## config.mk

```make
export PLATFORM = sky130hd
export DESIGN_NAME = out_uart_tx
export DESIGN_NICKNAME = d
export VERILOG_FILES = /design/src/rtl/out_uart_tx.sv
export SDC_FILE = /design/constraint.sdc
export NUM_CORES = 1
export LEC_CHECK = 0
export CORE_MARGIN = 1
export CORE_UTILIZATION = 40
export DETAILED_ROUTE_END_ITERATION = 12
export SYNTH_ARGS = -nofsm -noshare
export SYNTH_HDL_FRONTEND = slang
export SYNTH_SLANG_ARGS = --single-unit
```

## constraint.sdc

```tcl
create_clock -name clk -period 6.3 [get_ports clk]
set_input_delay 1.26 -clock clk [delete_from_list [all_inputs] [get_ports clk]]
set_output_delay 1.26 -clock clk [all_outputs]
set_load 0.05 [all_outputs]
```

## src/rtl/out_uart_tx.sv

```systemverilog
// OUT-port trace: queues every nibble the core writes, converts it to one ASCII
// hex character and sends it as an 8N1 UART frame on tx.
module out_uart_tx #(
    parameter int CLKS_PER_BIT = 868,
    parameter int FIFO_DEPTH   = 8
) (
    input  logic                          clk,
    input  logic                          reset,
    input  logic                          out_we,
    input  logic [3:0]                    out_data,
    output logic                          tx,
    output logic                          busy,
    output logic                          fifo_empty,
    output logic                          fifo_full,
    output logic [$clog2(FIFO_DEPTH):0]   level,
    output logic                          overflow,
    output logic [1:0]                    state_dbg
);

    localparam int AW = $clog2(FIFO_DEPTH);
    localparam int CW = (CLKS_PER_BIT > 1) ? $clog2(CLKS_PER_BIT) : 1;
    localparam logic [CW-1:0] CNT_LAST = CW'(CLKS_PER_BIT - 1);
    localparam logic [CW-1:0] CNT_ONE  = CW'(1);
    localparam logic [AW:0]   PTR_ONE  = (AW + 1)'(1);
    localparam logic [AW:0]   PTR_FULL = (AW + 1)'(FIFO_DEPTH);

    localparam logic [1:0] ST_IDLE  = 2'd0;
    localparam logic [1:0] ST_START = 2'd1;
    localparam logic [1:0] ST_DATA  = 2'd2;
    localparam logic [1:0] ST_STOP  = 2'd3;

    // Handshake: out_we is a valid with no ready; the core never stalls, so a
    // write that meets a full FIFO with no pop on that edge is dropped and
    // recorded in overflow.
    logic [3:0]    mem_q [FIFO_DEPTH];
    logic [AW:0]   wr_ptr_q, wr_ptr_d;
    logic [AW:0]   rd_ptr_q, rd_ptr_d;
    logic          ovf_q, ovf_d;
    logic [1:0]    state_q, state_d;
    logic [CW-1:0] cnt_q, cnt_d;
    logic [2:0]    bit_q, bit_d;
    logic [7:0]    shift_q, shift_d;
    logic          tx_q, tx_d;

    logic [AW:0]   level_w;
    logic          empty_w, full_w, baud_done, pop, push;
    logic [3:0]    head;
    logic [7:0]    head_ascii;

    always_comb begin
        level_w    = wr_ptr_q - rd_ptr_q;
        empty_w    = (level_w == '0);
        full_w     = (level_w == PTR_FULL);
        head       = mem_q[rd_ptr_q[AW-1:0]];
        head_ascii = (head < 4'd10) ? {4'h3, head} : 8'h37 + {4'h0, head};
        baud_done  = (cnt_q == CNT_LAST);

        state_d = state_q;
        cnt_d   = cnt_q + CNT_ONE;
        bit_d   = bit_q;
        shift_d = shift_q;
        tx_d    = tx_q;
        pop     = 1'b0;

        case (state_q)
            ST_IDLE: begin
                cnt_d = '0;
                tx_d  = 1'b1;
                if (!empty_w) begin
                    pop     = 1'b1;
                    shift_d = head_ascii;
                    state_d = ST_START;
                    tx_d    = 1'b0;
                end
            end
            ST_START: begin
                if (baud_done) begin
                    state_d = ST_DATA;
                    cnt_d   = '0;
                    bit_d   = 3'd0;
                    tx_d    = shift_q[0];
                end
            end
            ST_DATA: begin
                if (baud_done) begin
                    cnt_d = '0;
                    if (bit_q == 3'd7) begin
                        state_d = ST_STOP;
                        tx_d    = 1'b1;
                    end else begin
                        bit_d   = bit_q + 3'd1;
                        shift_d = {1'b0, shift_q[7:1]};
                        tx_d    = shift_q[1];
                    end
                end
            end
            default: begin
                // Stop bit: chain straight into the next start bit when data waits.
                if (baud_done) begin
                    cnt_d = '0;
                    if (!empty_w) begin
                        pop     = 1'b1;
                        shift_d = head_ascii;
                        state_d = ST_START;
                        tx_d    = 1'b0;
                    end else begin
                        state_d = ST_IDLE;
                        tx_d    = 1'b1;
                    end
                end
            end
        endcase

        push     = out_we && (!full_w || pop);
        wr_ptr_d = push ? wr_ptr_q + PTR_ONE : wr_ptr_q;
        rd_ptr_d = pop  ? rd_ptr_q + PTR_ONE : rd_ptr_q;
        ovf_d    = ovf_q | (out_we && full_w && !pop);
    end

    always_ff @(posedge clk) begin
        if (push) begin
            mem_q[wr_ptr_q[AW-1:0]] <= out_data;
        end
    end

    always_ff @(posedge clk or posedge reset) begin
        if (reset) begin
            wr_ptr_q <= '0;
            rd_ptr_q <= '0;
            ovf_q    <= 1'b0;
            state_q  <= ST_IDLE;
            cnt_q    <= '0;
            bit_q    <= 3'd0;
            shift_q  <= 8'h00;
            tx_q     <= 1'b1;
        end else begin
            wr_ptr_q <= wr_ptr_d;
            rd_ptr_q <= rd_ptr_d;
            ovf_q    <= ovf_d;
            state_q  <= state_d;
            cnt_q    <= cnt_d;
            bit_q    <= bit_d;
            shift_q  <= shift_d;
            tx_q     <= tx_d;
        end
    end

    assign tx         = tx_q;
    assign busy       = (state_q != ST_IDLE);
    assign fifo_empty = empty_w;
    assign fifo_full  = full_w;
    assign level      = level_w;
    assign overflow   = ovf_q;
    assign state_dbg  = state_q;

endmodule

```

Word-level counts from Yosys, hierarchy flattened --
Memories as Yosys holds them, arrays and structs flattened. Cells that the tools add are included.
Word-level totals: register bits after elaboration 33, memory bits (writable) 32, input port bits 7, output and inout port bits 11, logic and storage cells 74, memories kept 1
Cells by class: $add $sub $neg 6, $lt $le $gt $ge 1, equality and inequality tests 10, muxes and demuxes 30, bitwise operators 2, reductions and logical operators 16
Memories:
- mem_q | depth 8, width 4, rd ports 1, clocked after memory_dff 0, wr ports 1, line 35 | logic [3:0] mem_q [FIFO_DEPTH];
Operators by type and width (count):
- 2-to-1 mux 8 bit | 4
- case mux 8 bit (3 select lines) | 1
- 2-to-1 mux 10 bit | 2
- adder 10 x 1 -> 10 bit (second input constant) | 1
- equality test 10 bit (second input constant) | 1
- 2-to-1 mux 1 bit | 10
- 2-to-1 mux 2 bit | 5
- inequality test 2 bit (second input constant) | 5
- 2-to-1 mux 3 bit | 3
- adder 4 x 1 -> 4 bit (second input constant) | 2
- AND reduction 4 bit | 2
- adder 6 x 4 -> 7 bit (first input constant) | 1
- 2-to-1 mux 7 bit | 1
- case mux 2 bit (3 select lines) | 1
- case mux 3 bit (2 select lines) | 1
- nonzero test 2 bit | 3
- AND reduction 5 bit | 1
- equality test 4 bit (second input constant) | 1
- zero test 4 bit | 1
- less-than comparator 4 bit (second input constant) | 1
- subtractor 4 bit | 1
- adder 3 x 1 -> 3 bit (second input constant) | 1
- equality test 3 bit (second input constant) | 1
- logical AND 1 bit | 3
- other kinds (11) | 12

Depth between registers and ports, before layout --
Gate-level depths: netlist of run 1.
word-level depth 9, mapped depth 9, depth with buffers taken out 9

Worst setup path before layout of run 1 --
Ideal clock, no wire load.
kind reg2out, from reg rd_ptr_q[1], to out fifo_full, data arrival time 2.559 ns, data required time 5.040 ns, setup slack 2.481 ns, cell stages (with the launch flop) 6, buffers on the path 0, path through dfrtp_1 > clkinv_1 > fa_1 > xor2_1 > nor3_2 > and3_1
Between the ends: cells in the longest elaborated chain, start to end 2
RTL lines:
- from (decl) | line 37 | logic [AW:0] rd_ptr_q, rd_ptr_d;
- from (signal assigned) | line 138 | rd_ptr_q <= rd_ptr_d;
- subtractor 4 bit | line 51 | level_w = wr_ptr_q - rd_ptr_q;
- via level[2] | line 15 | output logic [$clog2(FIFO_DEPTH):0] level,
- equality test 4 bit | line 53 | full_w = (level_w == PTR_FULL);
- to (decl) | line 14 | output logic fifo_full,
The timed path passes the listed nets, and every way through them passes these cells.

Final worst setup path of run 1 --
from reg rd_ptr_q[0], to out fifo_empty
Between the ends: cells in the longest elaborated chain, start to end 2
RTL lines:
- subtractor 4 bit | line 51
- zero test 4 bit | line 52 | empty_w = (level_w == '0);
- to (decl) | line 13 | output logic fifo_empty,
No other way between the ends.

==> results.yml, run 1 <==
setup_path:
  crit_slowest_cell: "clkdlybuf4s50_1"
  worst-setup-path-type: "reg2out"
  reg2reg_depth: 8
  slowest_delay_ns: 0.80
  worstPathArrival_ns: 3.31
  path_max_fanout: 12
  crit_required_ns: 5.04
  cp-end-kind: "output port"
  rrSetupSlack_ns: 2.94
  cp_cell_sequence: "ha_1, inv_1, fa_1, nor3_2, and3_4, clkdlybuf4s50_1"
  cp-start-kind: "flip-flop"
floorplan:
  rows: 32
  die_x_um: 91.0
  fp.dieH_um: 91.0
  pin_count: 18
  initial_core_util: 0.412
  die_area_um2: 8280
  core_area_um2: 7690
logic_synthesis:
  synth_compound_area_frac: 0.0739
  async_flop_share: 0.500
  synthCells: 243
  yosysUniqueCellTypes: 52
  synth_top_cell_by_area: "edfxtp_1"
  synth_edf_count: 32
  avgSynthCellArea_um2: 13.0
  ys_top_cells_by_area: "edfxtp_1 (30%), dfrtp_1 (24%), ha_1 (5.1%)"
  yosysMostFrequentCell: "edfxtp_1"
  ys_seq_area_frac: 0.557
  synth-seq-cells: 64
  synthTopCellsByCount: "edfxtp_1 (32), dfrtp_1 (31), nand2_1 (20), nor2_1 (18), inv_1 (14)"
  synth_top_family_by_area: "multiplexers"
  muxShareOfSynthArea: 0.125
  yosys_warnings: 0
  synth_top_area_frac: 0.303
  syn_area_um2: 3170
  synthAdderAreaFrac: 0.0577
  synth-xor-area-share: 0.0415
  synthSimpleGateAreaFrac: 0.117
  synth-main-ff-cell: "edfxtp_1"
  syn_nets: 264
cts:
  postCtsSetupBuffers: 0
  clock-root-buffer: "clkbuf_8"
  path_clk_slew_ns: 0.08
  cts_resized: 0
  clockBufferDepth: 2
  cts_buffers: 9
  hold_buffers: 0
  cts.sinks: 64
  clkLatencyLatePin_ns: 0.35
  htree_num_levels: 3
  cts_tree: "yes"
flow_run:
  maxCapViolations: 0
global_routing:
  use_met2: 0.244
  grtUsageTotal: 0.152
  globalRoute.busiestLayer: "met2"
  use_met3: 0.0402
  grt_pass1_vias: 1898
  antenna_found_initial: 0
  grt_max_degree: 33
  use_met1: 0.193
  overflow: 0
  grt_pass1_wl_um: 9430
sta:
  tns_ns: 0
  timing.final.max_slew_violations: 0
  fin_ws_ns: 1.73
  setup_violations: 0
  finClkSkew_ns: 0.00541
  relSlewSlack: 0.434
  tightest_slew_ns: 0.842
  rsz0062_at_grt: "no"
  fmax_mhz: 219
  min_period_ns: 4.57
  finalCritPeriodShare: 0.725
  hold_violations: 0
place:
  place_hpwl_um: 3910
  place_congestion: 0.732
  port_buffers: 17
  place_ws_ns: 2.09
finish:
  syn_to_final_growth_pct: 15.8
  fill_cells: 723
  layout.nets: 288
  seq_area_um2: 1760
  multi_input_area_um2: 1310
  layout-drive-gt1-share: 0.140
  diodes: 0
routing:
  vias_per_cell: 5.11
  drtAntennaViolNets: 0
  drt_iter0_markers: 90
  routed_wl_um: 5570
  wl_per_cell_um: 14.9
  drtPass1Iterations: 4
  drc: 0
  dr_total_vias: 1913
worst_hold_path:
  hold_depth: 1
  hold_path.class: "reg2reg"
status:
  status: "finished, final reports clean"
cell families after synthesis:
logic type,count (synthesis)
muxes,24
buffers and inverters,20
xor gates and xnor gates,15
DFF,64
AOI/OAI and AO/OA,34
and+or+nand+nor,72
adders and majority gates,14
per-layer routing:
layer,vias to the layer above,part of all wire
met5,-,0
met4,0,0.016
met3,9,0.027
met2,23,0.49
met1,936,0.47
li1,945,-
placed cells by master, fill, tap and decap left out, drive strengths merged, types with 3 or more instances in the layout:
cell type / synthesis / final
o21ai: 10 / 10
xnor2: 7 / 7
a41oi: 3 / 3
nor2: 18 / 18
nor3: 6 / 6
mux4: 8 / 8
dfrtp: 31 / 31
a21oi: 6 / 6
edfxtp: 32 / 32
xor2: 8 / 8
mux2: 10 / 10
a22o: 3 / 3
nand2: 20 / 20
nand3: 7 / 7
and3: 4 / 4
clkinv: 1 / 4
inv: 14 / 16
clkbuf: 3 / 9
clkdlybuf4s50: 0 / 17
ha: 13 / 13
nand2b: 4 / 4
mux2i: 6 / 6
final timing paths:
kind | from | endpoint
max | rd_ptr_q[0] | fifo_empty
min | overflow | overflow
max reg2reg | rd_ptr_q[0] | mem_q[0][0]
min reg2reg | overflow | overflow
max in group asynchronous | reset | tx
min in group asynchronous | reset | rd_ptr_q[3]
stage by stage:
step | hold slack, ns | instance area (µm²) | utilization | instances
after floorplan | 0.455 | 3170 | - | 243
after global placement | 0.451 | 3440 | 0.447 | 358
after detailed placement | 0.454 | 3440 | 0.447 | 358
after CTS | 0.472 | 3670 | 0.477 | 374
after global routing | 0.481 | 3670 | 0.477 | 374
final | 0.468 | 3670 | 0.477 | 374
critical path, delay by kind of cell, from the launching register on:
family	cells	cell delay [ns]
buffers and inverters	2	0.86
adders and majority gates	2	0.77
DFF	1	0.74
and+or+nand+nor	2	0.60
registers in the layout, indices dropped and copies added, names as in the netlist:
| signal | flops |
|---|---|
| mem_q | 32 |
| state_dbg | 2 |
| rd_ptr_q | 4 |
| bit_q | 3 |
| wr_ptr_q | 4 |
| shift_q | 7 |
| cnt_q | 10 |
| overflow | 1 |
| tx | 1 |
layout make-up:
| class | count | share of cell area |
|---|---|---|
| Clock inverter | 7 | 0.0283 |
| Timing Repair Buffer | 18 | 0.0485 |
| Tap cell | 102 | 0.0348 |
| Clock buffer | 9 | 0.0338 |
| Multi-Input combinational cell | 159 | 0.358 |
| Inverter | 15 | 0.0154 |
| Sequential cell | 64 | 0.481 |
Power of run 1 is not shown: default switching activity piles up to over one toggle a cycle in this logic, so the estimate is an artifact.
==> run 2: changes to the inputs <==
- clock period: 6.3 -> 4.07 ns (I/O delays scaled with it)
==> results.yml, run 2 (synthesis gave the netlist of run 1 again) <==
status:
  status: "finished, final reports clean"
cts:
  clockBufferDepth: 2
  clkLatencyLatePin_ns: 0.34
  htree_num_levels: 3
  cts_buffers: 9
  cts_tree: "yes"
  hold_buffers: 0
  postCtsSetupBuffers: 0
  path_clk_slew_ns: 0.08
  clock-root-buffer: "clkbuf_8"
  cts.sinks: 64
  cts_resized: 0
setup_path:
  crit_required_ns: 3.26
  cp_top_family: "buffers and inverters"
  worstPathArrival_ns: 2.99
  r2r-start: "rd_ptr_q[1]"
  crit_start: "wr_ptr_q[0]"
  worst_path_most_repeated_cell: "inv_1"
  cp-start-kind: "flip-flop"
  path_max_fanout: 5
  cp_cell_sequence: "inv_1, ha_1, inv_1, fa_1, xor2_1, nor3_2, and3_4, clkdlybuf4s50_1"
  cp_num_buf_inv: 3
  critical_path_cell_count: 8
  cp-end-kind: "output port"
  worst-setup-path-type: "reg2out"
  reg2reg_depth: 8
  crit_slowest_cell: "clkdlybuf4s50_1"
  slowest_delay_ns: 0.80
finish:
  layout-drive-gt1-share: 0.149
  layout.nets: 292
  final_cell_mix: "edfxtp_1 (32), dfrtp_1 (31), nand2_1 (20)"
  fill_cells: 716
  diodes: 0
  final_common_cell: "edfxtp_1"
  finalNonFillerCells: 378
  syn_to_final_growth_pct: 15.0
  largest_register_ffs: 32
global_routing:
  grt_pass1_vias: 1938
  antenna_found_initial: 0
  grtUsageTotal: 0.153
  grt_max_degree: 33
  overflow: 0
  grt_pass1_wl_um: 9650
sta:
  setup_violations: 0
  min_period_ns: 3.81
  finClkSkew_ns: 0.0126
  hold_violations: 0
  fin_ws_ns: 0.263
  whs_ns: 0.474
  tns_ns: 0
  tightest_slew_ns: 0.600
  finalCritPeriodShare: 0.935
  rsz0062_at_grt: "no"
  relSlewSlack: 0.597
  timing.final.max_slew_violations: 0
  fmax_mhz: 263
routing:
  routed_wl_um: 5550
  wl_met2_um: 2670
  drtPass1Iterations: 4
  dr_total_vias: 1942
  drt_iter0_markers: 89
  drc: 0
  met3_length_um: 145
  drtAntennaViolNets: 0
  wl_per_cell_um: 14.7
  met1_length_um: 2630
  vias_per_cell: 5.14
  top_layer_used: "met4"
floorplan:
  fp.dieH_um: 91.0
  die_area_um2: 8280
  die_x_um: 91.0
  rows: 32
  core_area_um2: 7690
  pin_count: 18
  initial_core_util: 0.412
worst_hold_path:
  min_from: "overflow"
  hold_depth: 1
  hold_path.class: "reg2reg"
flow_run:
  maxCapViolations: 0
place:
  place_ws_ns: 0.629
  place_hpwl_um: 3850
  dp.cells: 362
  place_congestion: 0.741
  port_buffers: 17
## run 2: path summary, 6_finish.rpt
kind                       slack [ns]           to
setup / recovery                 0.26   fifo_empty
hold / removal                   0.47     overflow
max in group asynchronous        2.87           tx
setup reg to reg                 1.05  mem_q[5][3]
min in group asynchronous        0.86  wr_ptr_q[1]
hold reg to reg                  0.47     overflow
## run 2: layout make-up
class,count,area (µm²),area share
sequential,64,1760,0.484
multi-input combinational,159,1310,0.361
timing repair buffer,22,208,0.0570
tap,102,128,0.0351
clock buffer,9,124,0.0340
inverter,15,56.3,0.0155
clock inverter,7,48.8,0.0134
## run 2: stage by stage
step / instance area [µm²] / utilization
after CTS: 3640 / 0.474
after global routing: 3640 / 0.474
final: 3640 / 0.474
after global placement: 3470 / 0.451
after floorplan: 3170 / -
after detailed placement: 3470 / 0.451
## run 2: metal layers
metal | up-vias | track usage
met5 | - | 0
met2 | 23 | 0.252
met1 | 956 | 0.188
met3 | 10 | 0.0377
li1 | 953 | -
met4 | 0 | 0.0767
Power of run 2 is left out for the same reason.
==> run 3: changes to the inputs <==
- CORE_ASPECT_RATIO: not set -> 1.5
- HOLD_SLACK_MARGIN: not set -> 0.02
==> results.yml, run 3 (synthesis gave the netlist of run 1 again) <==
sta:
  rsz0062_at_grt: "no"
  setup_violations: 0
  whs_ns: 0.476
  relSlewSlack: 0.620
  hold_violations: 0
  finalCritPeriodShare: 0.932
  timing.final.max_slew_violations: 0
  tightest_slew_ns: 0.570
  min_period_ns: 3.79
  tns_ns: 0
  fmax_mhz: 264
  finClkSkew_ns: 0.00786
routing:
  met1_length_um: 2480
  wl_met2_um: 3160
  routed_wl_um: 5950
  top_layer_used: "met4"
  drtPass1Iterations: 4
  drtAntennaViolNets: 0
  vias_per_cell: 5.21
  met3_length_um: 160
  wl_per_cell_um: 15.7
  dr_total_vias: 1973
  drc: 0
  drt_iter0_markers: 97
finish:
  layout-drive-gt1-share: 0.155
  seq_area_um2: 1760
  fin_util: 0.496
  layout.nets: 293
  final_cell_mix: "edfxtp_1 (32), dfrtp_1 (31), nand2_1 (20)"
  final_common_cell: "edfxtp_1"
  fill_cells: 697
  multi_input_area_um2: 1310
  stdcell_area_um2: 3800
  diodes: 0
  largest_register_ffs: 32
  syn_to_final_growth_pct: 20.1
worst_hold_path:
  hold_depth: 1
  min_from: "overflow"
  hold_path.class: "reg2reg"
  worstHoldEndpoint: "overflow"
setup_path:
  rrSetupSlack_ns: 1.26
  path_max_fanout: 5
  cp-start-kind: "flip-flop"
  slowest_delay_ns: 0.80
  worst_path_most_repeated_cell: "inv_1"
  crit_required_ns: 3.26
  cp_cell_sequence: "inv_1, ha_1, inv_1, fa_1, xor2_1, nor3_2, and3_4, clkdlybuf4s50_1"
  crit_slowest_cell: "clkdlybuf4s50_1"
  r2r-start: "rd_ptr_q[1]"
  reg2reg_depth: 7
  worstPathArrival_ns: 2.98
  timing.rr.end: "mem_q[5][0]"
  cp-end-kind: "output port"
  worst-setup-path-type: "reg2out"
place:
  port_buffers: 17
  post_dp_cell_area_um2: 3480
  place_hpwl_um: 4180
  place_congestion: 0.746
global_routing:
  grt_pass1_wl_um: 10100
  antenna_found_initial: 0
  grt_pass1_vias: 2030
  grt_max_degree: 33
  grtUsageTotal: 0.167
  overflow: 0
cts:
  cts.sinks: 64
  cts_tree: "yes"
  path_clk_slew_ns: 0.06
  clock-root-buffer: "clkbuf_16"
  postCtsSetupBuffers: 0
  htree_num_levels: 3
  cts_buffers: 9
  clkLatencyLatePin_ns: 0.33
  cts_resized: 0
  clockBufferDepth: 2
  hold_buffers: 0
flow_run:
  maxCapViolations: 0
floorplan:
  die_x_um: 74.7
  fp.dieH_um: 111
  die_area_um2: 8280
  initial_core_util: 0.413
  rows: 39
  core_area_um2: 7660
  pin_count: 18
status:
  status: "finished, final reports clean"
## run 3: per-layer routing
layer / vias to the layer above / GRT usage
met5: - / 0
met4: 0 / 0.0843
met3: 11 / 0.0409
met2: 33 / 0.280
met1: 967 / 0.191
li1: 962 / -
## run 3: worst max path at each step
stage                     start          end  slack [ns]  cells past startpoint
global placement    wr_ptr_q[0]   fifo_empty        0.68                      8
finish              wr_ptr_q[0]   fifo_empty        0.28                      8
global route        wr_ptr_q[0]   fifo_empty        0.11                      8
floorplan           rd_ptr_q[1]  mem_q[1][0]        0.65                      7
detailed placement  wr_ptr_q[0]   fifo_empty        0.61                      7
CTS                 wr_ptr_q[0]   fifo_empty        0.24                      8
## run 3: layout make-up
cell class                 count  area share
sequential                    64       0.463
multi-input combinational    159       0.345
clock buffer                   9      0.0592
timing repair buffer          23      0.0566
tap                          102      0.0336
clock inverter                 7      0.0270
inverter                      15      0.0148
## run 3: metrics by stage
step           setup WS (ns)  std cells
4_1_cts                0.244        379
6_report               0.276        379
3_5_place_dp           0.606        363
2_1_floorplan          0.647        243
5_1_grt                0.113        379
3_3_place_gp           0.680        363
## run 3: critical path: cells and delay by family, from the launching register on
kind / cells / cell delay, ns
DFF: 1 / 0.39
buffers and inverters: 3 / 0.98
and+or+nand+nor: 2 / 0.52
xor gates and xnor gates: 1 / 0.17
adders and majority gates: 2 / 0.57
Power of run 3 is left out for the same reason.
